**src/rtl/keypad_scan_ctrl.sv**
```systemverilog
// 4x4 matrix keypad scanner: walks the rows, debounces one press and its release,
// and pushes a single keycode per press into the key FIFO write port.
module keypad_scan_ctrl #(
    parameter int DATA_WIDTH   = 8,
    parameter int SCAN_DIV     = 4,
    parameter int DEBOUNCE_CNT = 16
) (
    input  logic                  clk_i,
    input  logic                  rst_n_i,
    input  logic                  enable_i,
    input  logic [3:0]            col_i,
    output logic [3:0]            row_o,
    input  logic                  fifo_full_i,
    output logic                  fifo_wr_en_o,
    output logic [DATA_WIDTH-1:0] fifo_wr_data_o,
    output logic                  key_down_o,
    output logic                  overflow_o,
    input  logic                  clr_overflow_i
);
    localparam int DW_W = (SCAN_DIV > 1) ? $clog2(SCAN_DIV) : 1;
    localparam int DB_W = $clog2(DEBOUNCE_CNT + 1);
    localparam logic [DW_W-1:0] DWELL_LAST = DW_W'(SCAN_DIV - 1);
    localparam logic [DB_W-1:0] DB_LAST    = DB_W'(DEBOUNCE_CNT - 1);

    typedef enum logic [2:0] {
        IDLE,
        SCAN,
        DEBOUNCE,
        PUSH,
        WAIT_RELEASE
    } state_t;

    state_t          state;
    logic [3:0]      col_meta;
    logic [3:0]      col_s;
    logic [1:0]      row;
    logic [1:0]      col;
    logic [DW_W-1:0] dwell;
    logic [DB_W-1:0] db_cnt;
    logic [1:0]      first_low;
    logic            col_hit;
    logic            lat_low;

    function automatic logic [3:0] row_drive(input logic [1:0] r);
        return ~(4'b0001 << r);
    endfunction

    // Columns are asynchronous to clk_i; two flops before anything looks at them.
    always_ff @(posedge clk_i or negedge rst_n_i) begin
        if (!rst_n_i) begin
            col_meta <= 4'hF;
            col_s    <= 4'hF;
        end else begin
            // NOTE: non-blocking so col_s takes the old col_meta, giving a true two-stage chain.
            col_meta <= col_i;
            col_s    <= col_meta;
        end
    end

    always_comb begin
        // NOTE: default before the loop so every path assigns first_low and no latch is inferred.
        first_low = 2'd0;
        for (int i = 3; i >= 0; i--) begin
            if (!col_s[i]) first_low = 2'(i);
        end
    end

    assign col_hit = (col_s != 4'hF);
    assign lat_low = ~col_s[col];

    always_ff @(posedge clk_i or negedge rst_n_i) begin
        if (!rst_n_i) begin
            state          <= IDLE;
            row_o          <= 4'hF;
            row            <= 2'd0;
            col            <= 2'd0;
            dwell          <= '0;
            db_cnt         <= '0;
            fifo_wr_en_o   <= 1'b0;
            fifo_wr_data_o <= '0;
            key_down_o     <= 1'b0;
            overflow_o     <= 1'b0;
        end else begin
            fifo_wr_en_o <= 1'b0;
            if (clr_overflow_i) overflow_o <= 1'b0;

            if (!enable_i) begin
                state      <= IDLE;
                row_o      <= 4'hF;
                row        <= 2'd0;
                dwell      <= '0;
                db_cnt     <= '0;
                key_down_o <= 1'b0;
            end else begin
                case (state)
                    IDLE: begin
                        state <= SCAN;
                        row   <= 2'd0;
                        dwell <= '0;
                        row_o <= row_drive(2'd0);
                    end
                    SCAN: begin
                        if (dwell == DWELL_LAST) begin
                            dwell <= '0;
                            if (col_hit) begin
                                col    <= first_low;
                                db_cnt <= '0;
                                state  <= DEBOUNCE;
                            end else begin
                                row   <= row + 2'd1;
                                row_o <= row_drive(row + 2'd1);
                            end
                        end else begin
                            dwell <= dwell + 1'b1;
                        end
                    end
                    DEBOUNCE: begin
                        if (!lat_low) begin
                            state  <= SCAN;
                            dwell  <= '0;
                            db_cnt <= '0;
                        end else if (db_cnt == DB_LAST) begin
                            state      <= PUSH;
                            db_cnt     <= '0;
                            key_down_o <= 1'b1;
                        end else begin
                            db_cnt <= db_cnt + 1'b1;
                        end
                    end
                    PUSH: begin
                        // Set placed after the clear above so a same-cycle drop wins.
                        if (fifo_full_i) begin
                            overflow_o <= 1'b1;
                        end else begin
                            fifo_wr_en_o   <= 1'b1;
                            fifo_wr_data_o <= DATA_WIDTH'({row, col});
                        end
                        state  <= WAIT_RELEASE;
                        db_cnt <= '0;
                    end
                    WAIT_RELEASE: begin
                        if (lat_low) begin
                            db_cnt <= '0;
                        end else if (db_cnt == DB_LAST) begin
                            state      <= SCAN;
                            row        <= row + 2'd1;
                            row_o      <= row_drive(row + 2'd1);
                            dwell      <= '0;
                            db_cnt     <= '0;
                            key_down_o <= 1'b0;
                        end else begin
                            db_cnt <= db_cnt + 1'b1;
                        end
                    end
                    default: begin
                        state <= IDLE;
                        row_o <= 4'hF;
                    end
                endcase
            end
        end
    end
endmodule

```
**config.mk**
```make
export PLATFORM = sky130hd
export DESIGN_NAME = keypad_scan_ctrl
export DESIGN_NICKNAME = d
export VERILOG_FILES = /design/src/rtl/keypad_scan_ctrl.sv
export SDC_FILE = /design/constraint.sdc
export NUM_CORES = 1
export LEC_CHECK = 0
export ABC_CLOCK_PERIOD_IN_PS = 2740
export BUFFER_PORTS_ARGS = -buffer_cell sky130_fd_sc_hd__buf_2
export CORE_ASPECT_RATIO = 1.5
export CORE_MARGIN = 2
export CORE_UTILIZATION = 55
export CTS_BUF_LIST = sky130_fd_sc_hd__clkbuf_8
export CTS_CLUSTER_DIAMETER = 50
export CTS_CLUSTER_SIZE = 12
export DETAILED_ROUTE_END_ITERATION = 8
export PLACE_DENSITY = 0.77
export RECOVER_POWER = 100
export SLEW_MARGIN = 30
export SYNTH_ARGS = -nofsm -noshare
export SYNTH_HDL_FRONTEND = slang
export SYNTH_SLANG_ARGS = --single-unit
```
**constraint.sdc**
```tcl
create_clock -name clk_i -period 2.74 [get_ports clk_i]
set_input_delay 0.137 -clock clk_i [delete_from_list [all_inputs] [get_ports clk_i]]
set_output_delay 0.137 -clock clk_i [all_outputs]
set_load 0.005 [all_outputs]
```
=== After elaboration in Yosys (flattened, before gate mapping) ===
Cells that the tools add are included.

* Logic and storage cells: 102
* Input bits: 9
* Output and inout bits: 15
* Register bits: 33

* Shift operators: 1
* Bitwise logic cells: 2
* $add $sub $neg: 3
* Order comparisons: 1
* Reduce and logical (&&, ||, !) cells: 10
* Muxes and demuxes: 52
* Equal/unequal tests: 21

{| class="wikitable"
|+ Operators with widths
! kind !! count
|-
| $mux W5 || 6
|-
| $mux W2 || 14
|-
| $ne A3 B3 Y1 const B || 8
|-
| $mux W3 || 7
|-
| $mux W4 || 5
|-
| $pmux W5 S4 || 1
|-
| $reduce_and A5 Y1 || 4
|-
| $pmux W4 S4 || 1
|-
| $pmux W3 S5 || 1
|-
| $mux W1 || 13
|-
| $ne A5 B1 Y1 const B || 2
|-
| $ne A4 B4 Y1 const B || 2
|-
| $pmux W2 S4 || 1
|-
| $reduce_and A4 Y1 || 2
|-
| $eq A3 B2 Y1 const B || 2
|-
| $pmux W2 S3 || 1
|-
| $reduce_and A3 Y1 || 2
|-
| $add A5 B1 Y5 const B || 1
|-
| $eq A5 B4 Y1 const B || 1
|-
| $add A2 B1 Y2 const B || 2
|-
| $ne A4 B1 Y1 const B || 1
|-
| $not A4 Y4 || 1
|-
| $shl A1 B2 Y4 const A || 1
|-
| $eq A3 B1 Y1 const B || 1
|-
| 10 further kinds || 10
|}

=== Longest topological paths before layout ===
Gate-level depths: netlist of the first run.

* Depth after elaboration: 7
* Mapped depth: 6
* Gate-level depth less buffers: 5

=== Least setup slack after synthesis of the first run ===
No wires, ideal clock.

* Path type: flip-flop to flip-flop
* Start point: register col[0]
* End point: register db_cnt[3]
* Library setup time: 0.121 ns
* Cell stages (with the launch flop): 5
* Slack: 1.018 ns
* Clock period less this slack: 1.722 ns
* Required time: 2.619 ns
* Buffers on the path: 0
* Arrival: 1.601 ns
* Path through: dfrtp_1 -> mux4_2 -> mux2i_2 -> a41o_2 -> a22o_2

* Longest elaborated chain between the ends: 5
* Elaborated cells between the ends (all ways): 6
* Classes of those cells: mux (6)

{| class="wikitable"
|+ Ends and longest elaborated chain
! item !! RTL line !! text
|-
| from (decl) || 37 || <nowiki>logic [1:0] col;</nowiki>
|-
| from (signal assigned) || 106 || <nowiki>col <= first_low;</nowiki>
|-
| $bmux W1 S2 (*) || 69 || <nowiki>assign lat_low = ~col_s[col];</nowiki>
|-
| $mux W1 (implied by the code) (*) || 69 ||
|-
| $mux W5, on equally long branches || 142, 118 ||
|-
| $pmux W5 S4 (*) || 95 || <nowiki>case (state)</nowiki>
|-
| $mux W5 (*) || 87 || <nowiki>if (!enable_i) begin</nowiki>
|-
| to (signal assigned) || 127 || <nowiki>db_cnt <= db_cnt + 1'b1;</nowiki>
|-
| to (signal assigned) || 152 || <nowiki>db_cnt <= db_cnt + 1'b1;</nowiki>
|-
| to (decl) || 39 || <nowiki>logic [DB_W-1:0] db_cnt;</nowiki>
|}

Every way passes the cells marked *; elsewhere a longest branch is shown, timed or not. The select of a mux whose other input is x is not followed.
A chain may end at the register's enable or synchronous reset.

=== Worst setup path after layout of the first run ===
* Start point: register state[1]
* End point: register fifo_wr_data_o[3]

* Longest elaborated chain between the ends: 2

{| class="wikitable"
|+ Ends and longest elaborated chain
! item !! RTL line !! text
|-
| from (decl) || 33 || <nowiki>state_t state;</nowiki>
|-
| from (signal assigned) || 73 || <nowiki>state <= IDLE;</nowiki>
|-
| from (signal assigned) || 88 || <nowiki>state <= IDLE;</nowiki>
|-
| from (signal assigned) || 97 || <nowiki>state <= SCAN;</nowiki>
|-
| $eq A3 B2 Y1 || 95 ||
|-
| $reduce_and A3 Y1 (no line) || -- ||
|-
| to (signal assigned) || 136 || <nowiki>fifo_wr_data_o <= DATA_WIDTH'({row, col});</nowiki>
|-
| to (decl) || 15 || <nowiki>output logic [DATA_WIDTH-1:0] fifo_wr_data_o,</nowiki>
|}

No other way between the ends.

==> results of run 1 <==
worst paths after layout:
kind                                     start  slack, ns  cells past startpoint                 to
worst min register to register     col_meta[0]       0.36                      0           col_s[0]
worst max register to register        state[1]       0.69                      3  fifo_wr_data_o[3]
min in group asynchronous              rst_n_i       0.82                      2          db_cnt[4]
max in group asynchronous              rst_n_i       0.95                      2             col[0]
worst min-delay path            clr_overflow_i       0.03                      2         overflow_o
worst max-delay path                  state[1]       0.69                      3  fifo_wr_data_o[3]
routing by layer:
metal  vias to the layer above  wire length [um]  track usage (%)
met2                        42              1740             37.8
met5                         -                 0                0
met4                         0               101             10.2
li1                        547                 -                -
met1                       593              1150             22.1
met3                        11               157             4.64
through the flow:
step,hold WS (ns),instance area (um^2),std cells
2_1_floorplan,-0.159,1640,142
3_3_place_gp,0.211,1720,190
3_5_place_dp,0.226,1720,190
4_1_cts,0.0214,1880,203
5_1_grt,0.0723,1850,203
6_report,0.0297,1850,203
sequential cells by signal, indices dropped and copies added (netlist names), 2 cells and up:
name	cells
fifo_wr_data_o	4
col_s	4
db_cnt	5
dwell	2
state	3
col_meta	4
col	2
row_o	4
row	2
cells in the mapped netlist (2+ instances only):
master and number:
mux2_2 5, nand4_1 2, nand2_1 9, buf_4 6
o22ai_1 2, ha_1 6, inv_1 7, nor2_1 4
a22o_1 4, nand3_1 5, a2bb2oi_1 4, nand4b_1 2
a31oi_1 4, nor2b_1 4, a21oi_1 4, o21ai_0 3
clkbuf_1 4, or2_2 2, dfstp_2 12, dfrtp_1 21
cells by family (layout without fill, tap and decap cells):
family / count (synthesis) / count (layout) / synth area share [%]
other: 1 / 4 / 0.230
adders and majority gates: 6 / 6 / 4.61
AOI/OAI and AO/OA: 33 / 33 / 15.8
and+or+nand+nor: 40 / 40 / 15.4
muxes: 8 / 8 / 6.30
buffers and inverters: 18 / 40 / 6.00
DFF: 33 / 33 / 51.7
final cells by class:
| type | count | share of cell area (%) |
|---|---|---|
| Clock buffer | 5 | 3.72 |
| Clock inverter | 3 | 2.50 |
| Inverter | 7 | 1.42 |
| Multi-Input combinational cell | 91 | 36.6 |
| Sequential cell | 33 | 45.4 |
| Tap cell | 39 | 2.64 |
| Timing Repair Buffer | 25 | 7.77 |
power breakdown:
| part | switching [uW] | internal, uW |
|---|---|---|
| Combinational | 46.4 | 37.5 |
| Sequential | 16.0 | 510 |
| Clock | 184 | 272 |
| Total | 247 | 819 |
worst reg2reg max path: cells and delay by family (launching register included):
family           cells  cell delay (ns)
and+or+nand+nor      2             1.01
DFF                  1             0.52
muxes                1             0.41
what timing repair did:
| action | CTS | global route |
|---|---|---|
| hold buffers | 5 | 0 |
| gates resized for setup | 0 | 0 |
| buffers inserted | 0 | 0 |
| endpoints found under the hold margin | 25 | 0 |
| setup endpoints to repair | 0 | 0 |
==> metrics.yaml, run 1 <==
drive_above_1_share_pct: 30.5
place_ws_ns: 0.945
grt-ovfl-total: 0
seq_area_frac_synth_pct: 51.7
syn_inst: 139
syn_avg_cell_area_um2: 11.7
io_pins: 24
async_flop_share_pct: 100
clock_latency_ns: 0.29
utilization_pct: 64.9
path_delay_family: "simple AND/OR/NAND/NOR gates"
tns_ns: 0
slew_headroom_pct: -12.6
worst_path_max_delay_cell: "nor3_1"
p_leak_uw: 0.000831
hp-class: "in -> reg"
regArea_um2: 841
cts_tree: "yes"
grt_pass1_wl_um: 5380
period_needed_ns: 2.05
first_global_vias: 1195
first_pass_iters: 4
worstPathMaxFanout: 11
die-width_um: 48.4
ir_worst_vdd_uv: 729
grtUsageTotal_pct: 20.6
multi_input_area_um2: 677
required_ns: 2.92
wl_um: 3140
max-cap-violations: 1
slew_viol_final: 34
cts_root_buffer: "clkbuf_8"
setup_viol: 0
drtIter0Drc: 50
synth_area_leader_cell: "dfrtp_1"
via_per_inst: 5.88
die_h_um: 70.6
diodes: 0
ys_warn_count: 0
fillCellCount: 234
power.density_nw_per_um2: 575
die-area_um2: 3420
cts-buffers-inserted: 5
drt-wirelength-per-cell_um: 15.5
path_class: "reg -> reg"
hold_viol: 0
clkSlewWorstSetupHoldPaths_ns: 0.07
cp_slowest_stage_delay_ns: 0.63
ys_ff_latch: 33
grt_max_degree: 34
totalPowerFinal_uw: 1070
rsz0062_at_grt: "no"
initial_core_util_pct: 57.1
syn_to_final_growth_pct: 13.8
synth_area_um2: 1630
clockBufferDepth: 2
final_common_cell: "dfrtp_1"
tightest_slew_ns: 1.69
worstPathArrival_ns: 2.22
yosysTopAreaCellShare_pct: 32.3
critical_path.n_buffers_inverters: 0
cp-end-kind: "flop"
path_cells: "or2b_2 -> nor3_1 -> mux2_2"
failed_checks: "max-capacitance violations, max-slew violations"
std_cell_rows: 24
vias: 1193
antenna_found_initial: 0
start_kind: "flop"
layout.nets: 178
htree_levels: 2
drc: 0
max_freq_mhz: 489
fin_worst_skew_ns: 0.00289
synthTopCellsByArea: "dfrtp_1, dfstp_2, ha_1, mux2_2, buf_4"
ys_types: 49
core_area_um2: 2850
most-common-layout-cells: "dfrtp_1, buf_2, dfstp_2"
status: "finished with violations"
cts_sinks: 33
fin_ws_ns: 0.693
place.gp.congestion: 0.861
io_buffers: 19
post-route-period-util_pct: 74.7
ant_nets: 0
dpl.hpwl_um: 2260
synth_ff_type: "dfrtp_1"
synth_edf_count: 0
Note: power is estimated with default switching activity, not from simulation.
==> inputs of run 2 (changes only) <==
Settings changed: ABC_CLOCK_PERIOD_IN_PS 2740 to 1800, CORE_UTILIZATION 55 to 53, PLACE_DENSITY 0.77 to 0.78.
Clock period 2.74 ns to 1.8 ns, I/O delays scaled along.
==> run 2 against run 1 <==
The flow now finishes without violations. Sequential power rose by 51%. Count of clock-buffer cells in the layout is the same. Power up 43%. Non-clock buffer count rose by 12. Clock power up 24%. Register-to-register slack worse by 0.69 ns.
==> metrics.yaml, run 2 (same netlist as run 1, synthesis figures left out) <==
swShare_pct: 26.6
tightest_slew_ns: 0.811
dpl.hpwl_um: 2400
wl_um: 3580
hold_path_end: "fifo_wr_en_o"
cp_slowest_stage_delay_ns: 0.63
cts_root_buffer: "clkbuf_8"
hp-start: "fifo_full_i"
antenna_found_initial: 0
place_ws_ns: 0.00140
grt_max_degree: 34
p_leak_uw: 0.000882
path_class: "reg -> reg"
place_area_um2: 1770
drt-wirelength-per-cell_um: 16.7
drtIter0Drc: 58
slew_headroom_pct: 45.9
power_frac_comb_pct: 10.9
fin_area_um2: 1970
worstPathMaxFanout: 7
via_per_inst: 5.76
status: "completed"
first_global_vias: 1222
io_pins: 24
slew_viol_final: 0
clockBufferDepth: 2
critical_path.n_buffers_inverters: 0
drc: 0
syn_to_final_growth_pct: 20.9
internal_power_uw: 1120
core_area_um2: 2910
max_freq_mhz: 558
die-width_um: 49.3
period_needed_ns: 1.79
setup_viol: 0
std_cell_rows: 24
clkSlewWorstSetupHoldPaths_ns: 0.07
rsz0062_at_grt: "yes"
grt-ovfl-total: 0
cts_tree: "yes"
pwr-share-seq_pct: 52.0
min_path_cells: 2
reg2regPathDepth: 4
totalPowerFinal_uw: 1530
clockPowerShare_pct: 37.1
fin_worst_skew_ns: 0.00737
p_switching_uw: 406
post-route-period-util_pct: 99.6
drive_above_1_share_pct: 38.1
diodes: 0
grt_pass1_wl_um: 5690
die_h_um: 71.9
die-area_um2: 3540
place.gp.congestion: 0.865
cts-buffers-inserted: 5
initial_core_util_pct: 55.9
max-cap-violations: 0
stdcell_count: 215
grtUsageTotal_pct: 21.8
ir_worst_vdd_uv: 626
largest_reg_flops: 5
hp-class: "in -> reg"
required_ns: 1.99
r2r_start: "col[0]"
final_common_cell: "dfrtp_1"
r2r_end: "db_cnt[3]"
cts_sinks: 33
first_pass_iters: 5
rrSetupSlack_ns: 0.007
start_kind: "flop"
path_delay_family: "multiplexers"
power.density_nw_per_um2: 776
clock_latency_ns: 0.29
top_register: "db_cnt"
layout.nets: 190
cp-end-kind: "flop"
ant_nets: 0
path_cells: "mux4_2 -> mux2i_4 -> a41o_2 -> a22o_2"
fin_ws_ns: 0.00710
holdWs_ns: 0.0215
most-common-layout-cells: "dfrtp_1, buf_2, dfstp_2"
hold_viol: 0
vias: 1238
placed_cells: 197
htree_levels: 2
io_buffers: 19
worst_path_max_delay_cell: "mux4_2"
worstPathArrival_ns: 1.98
## run 2: changes by cell type in the layout (fill, tap and decap cells not counted), sizes merged
cell | previous run | this run
bufinv | 1 | 0
clkinv | 1 | 0
clkinvlp | 1 | 3
dlygate4sd3 | 5 | 6
buf | 16 | 23
clkbuf | 9 | 13
## run 2: layout make-up
type | instances | area [um^2]
inverter | 7 | 26.3
multi-input combinational | 91 | 731
timing repair buffer | 37 | 230
clock buffer | 5 | 68.8
tap | 39 | 48.8
fill | 236 | 945
clock inverter | 3 | 22.5
sequential | 33 | 841
## run 2: through the flow
step           setup TNS (ns)  util [%]
2_1_floorplan               0         -
3_3_place_gp                0      60.8
3_5_place_dp                0      60.8
4_1_cts                     0      66.6
5_1_grt                -0.235      67.6
6_report                    0      67.6
## run 2: routing by layer
metal	part of all wire, %	up-vias	GRT usage, %	wire length [um]
li1	-	573	-	-
met1	37	599	24.9	1320
met2	55	57	38.3	1950
met3	5.2	9	3.96	186
met4	3.2	0	11.4	116
met5	0	-	0	0
## run 2: worst max path at each step
stage | cells past startpoint | to | slack, ns | start
after CTS | 4 | db_cnt[3] | 0.007 | col[0]
after floorplan | 4 | db_cnt[3] | 0.08 | col[0]
after global placement | 4 | db_cnt[3] | 0.08 | col[0]
final | 4 | db_cnt[3] | 0.007 | col[0]
after global routing | 4 | db_cnt[3] | -0.05 | col[0]
after detailed placement | 4 | db_cnt[3] | 0.001 | col[0]
## run 2: repair_timing
item	4_1_cts	5_1_grt
hold buffers	6	0
hold endpoints to repair	26	0
setup endpoints to repair	1	10
buffers inserted	1	3
pin swaps	1	2
resized for setup	1	4
## run 2: power by group through the flow
stage,clock [uW],sequential [uW],combinational (uW)
after floorplan,0,801,99.7
after global routing,605,797,182
final,567,794,166
after detailed placement,0,808,145
after global placement,0,804,140
after CTS,583,795,158
